$ cat src/rtl/vga_scanout.sv
// vga_scanout: 640x480@60 VGA timing and pixel pipeline from CLOCK_50.
// A divide-by-2 pixel enable gives the 25 MHz pixel rate. Read coordinates
// go to the framebuffer, the returned RGB332 byte is expanded to 8:8:8, and
// RGB, syncs and blank leave through one register stage so they stay aligned.
// No handshakes: the framebuffer is a fixed 1-cycle-latency read port, and
// its data is sampled at the second CLOCK_50 edge after the address changes.
module vga_scanout #(
  parameter int H_ACTIVE = 640,
  parameter int H_FP     = 16,
  parameter int H_SYNC   = 96,
  parameter int H_BP     = 48,
  parameter int V_ACTIVE = 480,
  parameter int V_FP     = 10,
  parameter int V_SYNC   = 2,
  parameter int V_BP     = 33
) (
  input  logic        CLOCK_50,
  input  logic        reset,
  input  logic [7:0]  pixel_data,
  output logic [10:0] rd_x,
  output logic [10:0] rd_y,
  output logic [7:0]  VGA_R,
  output logic [7:0]  VGA_G,
  output logic [7:0]  VGA_B,
  output logic        VGA_HS,
  output logic        VGA_VS,
  output logic        VGA_BLANK_N,
  output logic        VGA_SYNC_N,
  output logic        VGA_CLK,
  output logic        frame_start,
  output logic        vblank
);

  localparam int H_TOTAL = H_ACTIVE + H_FP + H_SYNC + H_BP;
  localparam int V_TOTAL = V_ACTIVE + V_FP + V_SYNC + V_BP;

  localparam logic [10:0] H_ACT    = 11'(H_ACTIVE);
  localparam logic [10:0] V_ACT    = 11'(V_ACTIVE);
  localparam logic [10:0] H_LAST   = 11'(H_TOTAL - 1);
  localparam logic [10:0] V_LAST   = 11'(V_TOTAL - 1);
  localparam logic [10:0] HS_START = 11'(H_ACTIVE + H_FP);
  localparam logic [10:0] HS_END   = 11'(H_ACTIVE + H_FP + H_SYNC);
  localparam logic [10:0] VS_START = 11'(V_ACTIVE + V_FP);
  localparam logic [10:0] VS_END   = 11'(V_ACTIVE + V_FP + V_SYNC);

  logic        pix_en;
  logic [10:0] h_cnt;
  logic [10:0] v_cnt;
  logic [10:0] h_nxt;
  logic [10:0] v_nxt;
  logic        h_wrap;
  logic        v_wrap;
  logic        cur_active;
  logic        nxt_active;

  assign h_wrap     = (h_cnt == H_LAST);
  assign v_wrap     = (v_cnt == V_LAST);
  assign cur_active = (h_cnt < H_ACT) && (v_cnt < V_ACT);
  assign nxt_active = (h_nxt < H_ACT) && (v_nxt < V_ACT);
  assign VGA_SYNC_N = 1'b0;

  // Next counter position: h wraps at end of line, v advances on h wrap.
  always_comb begin
    h_nxt = h_cnt + 11'd1;
    v_nxt = v_cnt;
    if (h_wrap) begin
      h_nxt = 11'd0;
      v_nxt = v_wrap ? 11'd0 : v_cnt + 11'd1;
    end
  end

  // Pixel enable toggles every cycle; an edge with pix_en high is a tick.
  always_ff @(posedge CLOCK_50) begin
    if (!reset) pix_en <= 1'b0;
    else        pix_en <= ~pix_en;
  end

  // Raster counters advance once per tick.
  always_ff @(posedge CLOCK_50) begin
    if (!reset) begin
      h_cnt <= 11'd0;
      v_cnt <= 11'd0;
    end else if (pix_en) begin
      h_cnt <= h_nxt;
      v_cnt <= v_nxt;
    end
  end

  // Read address tracks the counters inside the visible area, else parks at 0.
  always_ff @(posedge CLOCK_50) begin
    if (!reset) begin
      rd_x <= 11'd0;
      rd_y <= 11'd0;
    end else if (pix_en) begin
      rd_x <= nxt_active ? h_nxt : 11'd0;
      rd_y <= nxt_active ? v_nxt : 11'd0;
    end
  end

  // Output stage: the pre-update counters describe the pixel whose data is now on pixel_data.
  always_ff @(posedge CLOCK_50) begin
    if (!reset) begin
      VGA_R       <= 8'd0;
      VGA_G       <= 8'd0;
      VGA_B       <= 8'd0;
      VGA_HS      <= 1'b1;
      VGA_VS      <= 1'b1;
      VGA_BLANK_N <= 1'b0;
      vblank      <= 1'b0;
    end else if (pix_en) begin
      VGA_R       <= cur_active ? {pixel_data[7:5], pixel_data[7:5], pixel_data[7:6]} : 8'd0;
      VGA_G       <= cur_active ? {pixel_data[4:2], pixel_data[4:2], pixel_data[4:3]} : 8'd0;
      VGA_B       <= cur_active ? {4{pixel_data[1:0]}} : 8'd0;
      VGA_HS      <= !((h_cnt >= HS_START) && (h_cnt < HS_END));
      VGA_VS      <= !((v_cnt >= VS_START) && (v_cnt < VS_END));
      VGA_BLANK_N <= cur_active;
      vblank      <= (v_cnt >= V_ACT);
    end
  end

  // DAC clock rises at the non-tick edge, centred in the output data window.
  always_ff @(posedge CLOCK_50) begin
    if (!reset) VGA_CLK <= 1'b0;
    else        VGA_CLK <= ~pix_en;
  end

  // One-cycle pulse after the tick that wraps the raster back to (0,0).
  always_ff @(posedge CLOCK_50) begin
    if (!reset) frame_start <= 1'b0;
    else        frame_start <= pix_en && h_wrap && v_wrap;
  end

endmodule
$ cat config.mk
export PLATFORM = sky130hd
export DESIGN_NAME = vga_scanout
export DESIGN_NICKNAME = d
export VERILOG_FILES = /design/src/rtl/vga_scanout.sv
export SDC_FILE = /design/constraint.sdc
export NUM_CORES = 1
export LEC_CHECK = 0
export CAP_MARGIN = 40
export CORE_MARGIN = 2
export CORE_UTILIZATION = 47
export CTS_BUF_LIST = sky130_fd_sc_hd__clkbuf_4 sky130_fd_sc_hd__clkbuf_8
export CTS_CLUSTER_DIAMETER = 150
export DETAILED_ROUTE_END_ITERATION = 8
export GPL_TIMING_DRIVEN = 0
export PLACE_DENSITY = 0.87
export REMOVE_ABC_BUFFERS = 1
export SKIP_LAST_GASP = 1
export SLEW_MARGIN = 20
export SYNTH_ARGS = -nofsm -noshare
export SYNTH_HDL_FRONTEND = slang
export SYNTH_SLANG_ARGS = --single-unit
$ cat constraint.sdc
create_clock -name CLOCK_50 -period 2.5 [get_ports CLOCK_50]
set_input_delay 0.5 -clock CLOCK_50 [delete_from_list [all_inputs] [get_ports CLOCK_50]]
set_output_delay 0.5 -clock CLOCK_50 [all_outputs]
set_load 0.05 [all_outputs]
Word level (Yosys, flattened, before mapping)
Index checks and enable logic that the tools add are counted.
- multipliers: 0
- order comparisons: 9
- muxes and demuxes: 8
- bitwise operators: 1
- equal/unequal tests: 2
- reductions and logical operators: 8
- div/mod/pow operators: 0
- add/sub/neg operators: 2
- shift operators: 0
- operator list (operator ; number):
    11-bit 2-to-1 mux ; 5
    11-bit by 10-bit less-than comparator with 1-bit output, second input constant ; 3
    11-bit by 9-bit less-than comparator with 1-bit output, second input constant ; 3
    8-bit 2-to-1 mux ; 3
    11-bit by 1-bit adder with 11-bit output, second input constant ; 2
    11-bit by 10-bit equality test with 1-bit output, second input constant ; 2
    11-bit by 9-bit greater-or-equal comparator with 1-bit output, second input constant ; 2
    11-bit by 10-bit greater-or-equal comparator with 1-bit output, second input constant ; 1
    1-bit logical AND ; 6
    1-bit zero test ; 2
    1-bit NOT ; 1
- bits in writable memories: 0
- memory bits (read-only): 0
- latch bits: 0
- memories kept: 0
- register bits: 74

Logic depth before layout (Yosys ltp)
- depth in word-level cells: 6
- gate-level depth with buffers: 10
- mapped depth without buffers: 8

Least setup slack after synthesis
No wires, ideal clock.
- path type: register -> register
- from: register h_cnt[0]
- to: register rd_x[2]
- arrival: 2421 ps
- data required time: 2438 ps
- period minus slack after synthesis: 2483 ps
- path slack: 17 ps
- library setup time: 62 ps
- cell stages (with the launch flop): 9
- path buffers: 1
- cell sequence: dfxtp_1 -> ha_1 -> nand4_1 -> nor4_1 -> nand3_1 -> xnor2_1 -> nor4_2 -> buf_6 -> a32o_1
- longest elaborated chain between the ends: 5
- ends and longest elaborated chain (item ; line ; RTL):
    start, declared ; 47 ; logic [10:0] h_cnt;
    start signal, assigned ; 84 ; h_cnt <= h_nxt;
    11-bit by 1-bit adder with 11-bit output / 11-bit by 10-bit equality test with 1-bit output (equally long branches) ; 64, 56 ;
    11-bit 2-to-1 mux ; 66 ; if (h_wrap) begin
    11-bit by 10-bit less-than comparator with 1-bit output / 11-bit by 9-bit less-than comparator with 1-bit output (equally long branches) ; 59 ; assign nxt_active = (h_nxt < H_ACT) && (v_nxt < V_ACT);
    1-bit logical AND ; 59 ;
    11-bit 2-to-1 mux * ; 95 ; rd_x <= nxt_active ? h_nxt : 11'd0;
    end signal, assigned ; 95 ;
    end, declared ; 20 ; output logic [10:0] rd_x,
Mark *: on every way between the ends. The rest lies on a longest branch, timed or not.
A chain may end at the register's enable or synchronous reset.

Final worst setup path
- from: register v_cnt[6]
- to: register rd_x[8]
- longest elaborated chain between the ends: 6
- ends and longest elaborated chain (item ; line ; RTL):
    start, declared ; 48 ; logic [10:0] v_cnt;
    start signal, assigned ; 85 ; v_cnt <= v_nxt;
    11-bit by 1-bit adder with 11-bit output / 11-bit by 10-bit equality test with 1-bit output (equally long branches) ; 68, 57 ;
    11-bit 2-to-1 mux ; 68 ; v_nxt = v_wrap ? 11'd0 : v_cnt + 11'd1;
    11-bit 2-to-1 mux * ; 66 ;
    11-bit by 9-bit less-than comparator with 1-bit output * ; 59 ;
    1-bit logical AND * ; 59 ;
    11-bit 2-to-1 mux * ; 95 ;
Marked as above.

==> results.sh <==
export IMPL_hold_viol=0
export IMPL_multi_input_area_um2=1420
export IMPL_grt_pass1_vias=2110
export IMPL_layout_drive_gt1_share_pct=15.4
export IMPL_crit_arrival_ns=2.69
export IMPL_grt_max_degree=30
export IMPL_cp_max_fo=6
export IMPL_htree_num_levels=3
export IMPL_drt_wl_total_mm=6.47
export IMPL_period_needed_ns=2.47
export IMPL_fillers=454
export IMPL_grt_overflow=0
export IMPL_dp_hpwl_mm=4.27
export IMPL_synthSimpleGateAreaFrac_pct=19.6
export IMPL_syn_inst=293
export IMPL_syn_avg_cell_area_um2=9.28
export IMPL_regArea_um2=1170
export IMPL_crit_type="reg2reg"
export IMPL_period_share_pct=98.6
export IMPL_status="complete, no violations"
export IMPL_clock_skew_ns=0.00628
export IMPL_cts_tree="yes"
export IMPL_wire_per_inst_um=15.8
export IMPL_dr_total_vias=2289
export IMPL_synthDistinctLibCells=50
export IMPL_viasPerCell=5.58
export IMPL_fmax_mhz=406
export IMPL_hold_slack_ns=0.457
export IMPL_synth_async_sr_flop_share_pct=0
export IMPL_antenna_found_initial=0
export IMPL_synthAdderAreaFrac_pct=1.84
export IMPL_power_leakage_nw=1.33
export IMPL_synth_warnings=0
export IMPL_maxSlewHeadroom_pct=51.3
export IMPL_worstMarginPinSlew_ns=0.725
export IMPL_rsz0062_at_grt="yes"
export IMPL_synthMuxAreaShare_pct=1.10
export IMPL_end_kind="register"
export IMPL_synth_seq_area_share_pct=42.7
export IMPL_synth_edf_count=0
export IMPL_ctsRootBufferMaster="clkbuf_8"
export IMPL_io_buffer_count=61
export IMPL_rows=27
export IMPL_p_per_area_nw_per_um2=590
export IMPL_setup_ws_ns=0.0342
export IMPL_drc=0
export IMPL_die_y_um=80.1
export IMPL_final_area_um2=3590
export IMPL_synthXorXnorAreaFrac_pct=6.44
export IMPL_peakVddDrop_mv=0.537
export IMPL_fp_dieW_um=80.1
export IMPL_fin_cells=410
export IMPL_drt_initial_drc_count=163
export IMPL_max_cap_violations=0
export IMPL_io_pins=63
export IMPL_dieArea_um2=6410
export IMPL_cts_sinks=58
export IMPL_dpl_cell_area_um2=3230
export IMPL_synth_main_ff_cell="dfxtp_1"
export IMPL_initial_utilization_pct=49.1
export IMPL_synth_compound_area_share_pct=18.9
export IMPL_dp_cells=390
export IMPL_diodes=0
export IMPL_final_antenna_net_count=0
export IMPL_grtUsageTotal_pct=20.4
export IMPL_place_gp_congestion=0.888
export IMPL_cts_path_max_buffers=2
export IMPL_clkTransAtPathRegs_ns=0.07
export IMPL_syn2layout_area_growth_pct=32.1
export IMPL_drt_pre_antenna_iters=5
export IMPL_setup_viol=0
export IMPL_cp_start_kind="register"
export IMPL_min_path_type="reg2reg"
export IMPL_cts_buffers=9
export IMPL_grt_pass1_wl_mm=10.2
export IMPL_drv_slew=0
export IMPL_synth_top_family_by_area="simple AND/OR/NAND/NOR gates"
export IMPL_core_region_area_um2=5540
export IMPL_nets=348
export IMPL_fin_util_pct=64.8
export IMPL_clk_latency_ns=0.34
export IMPL_place_ws_ns=-0.613
export IMPL_tns_ns=0
export IMPL_holdBufCountCts=0
export IMPL_required_ns=2.73
export IMPL_synth_seq_cells=58
export IMPL_design_power_total_mw=2.12
export IMPL_synth_area_um2=2720
[cell type report]
type                    instances  share of cell area (%)
clock buffers                  10                    3.83
clock inverters                 5                    1.53
inverters                       6                   0.627
multi-input cells             192                    39.7
flip-flops and latches         58                    32.7
well taps                      72                    2.51
repair buffers                 67                    19.2
[cells in the final DEF, fill, tap and decap left out, types with 3 or more instances in the layout]
master and n:
a211oi_1 3, a21o_1 7, a21oi_1 5, a22o_1 16
a32o_1 7, and2_1 4, and3_1 3, buf_4 4
clkbuf_8 10, clkdlybuf4s50_1 61, dfxtp_1 48, dfxtp_2 10
ha_1 3, inv_1 5, mux2i_1 3, nand2_1 22
nand3_1 7, nand4_1 10, nor2_1 26, nor3_1 5
nor4_4 4, o21ai_0 11, o41ai_2 4, xnor2_1 8
xor2_1 12
[repair_timing]
item | in CTS | in global routing
setup endpoints to repair | 27 | 22
gates resized for setup | 12 | 15
pin swaps | 2 | 3
setup buffers | 3 | 2
[flip-flops by register name (all words and copies together) (netlist names), 2 cells and up]
signal / flops
h_cnt: 11
rd_x: 11
rd_y: 11
v_cnt: 11
VGA_G: 3
VGA_R: 3
VGA_B: 2
[cells in the mapped netlist (all sizes together) (2+ instances only)]
library cell / instances / area, um2
dfxtp: 58 / 1160
nor2: 27 / 101
buf: 23 / 176
nand2: 22 / 82.6
a22o: 16 / 140
clkbuf: 14 / 53.8
o21ai: 12 / 63.8
xor2: 12 / 105
nand4: 10 / 62.6
xnor2: 8 / 70.1
a21o: 7 / 52.6
a32o: 7 / 70.1
nand3: 7 / 35.0
inv: 6 / 22.5
nor3: 6 / 30.0
nor4: 6 / 58.8
a21oi: 5 / 25.0
o41ai: 5 / 43.8
a211oi: 4 / 30.0
and2: 4 / 25.0
ha: 4 / 50.1
and3: 3 / 18.8
mux2i: 3 / 30.0
or3: 3 / 23.8
or4: 3 / 26.3
and4: 2 / 17.5
nand4bb: 2 / 27.5
[per-layer routing]
metal | up-vias | GRT usage (%) | part of all wire [%]
met5 | - | 0 | 0
met4 | 0 | 4.58 | 0.60
met3 | 4 | 7.42 | 7.7
met2 | 84 | 34.0 | 48
met1 | 1084 | 25.3 | 44
li1 | 1117 | - | -
[report_power, final]
group	switching [mW]	internal, mW
registers	0.0280	0.945
clock network	0.370	0.477
logic	0.190	0.108
total	0.588	1.53
[worst max-delay path: stages (launching register included)]
cell and delay [ns]:
dfxtp_2 0.36, or4_1 0.51, or4_4 0.46, o22ai_2 0.20
o21ai_2 0.10, or3_4 0.38, o41ai_2 0.34
[path summary, 6_finish.rpt]
path / start / endpoint / slack (ns) / cells after the start
worst min-delay path: VGA_BLANK_N / VGA_BLANK_N / 0.46 / 1
worst min register to register: VGA_BLANK_N / VGA_BLANK_N / 0.46 / 1
worst max-delay path: v_cnt[6] / rd_x[8] / 0.03 / 6
worst max register to register: v_cnt[6] / rd_x[8] / 0.03 / 6
[cells by family after synthesis]
| group | Yosys count |
|---|---|
| DFF | 58 |
| xor gates and xnor gates | 20 |
| and+or+nand+nor | 98 |
| muxes | 3 |
| buffers and inverters | 43 |
| AOI/OAI and AO/OA | 66 |
| adders and majority gates | 4 |
| other | 1 |
No activity file was read; power rests on OpenSTA's default activity.
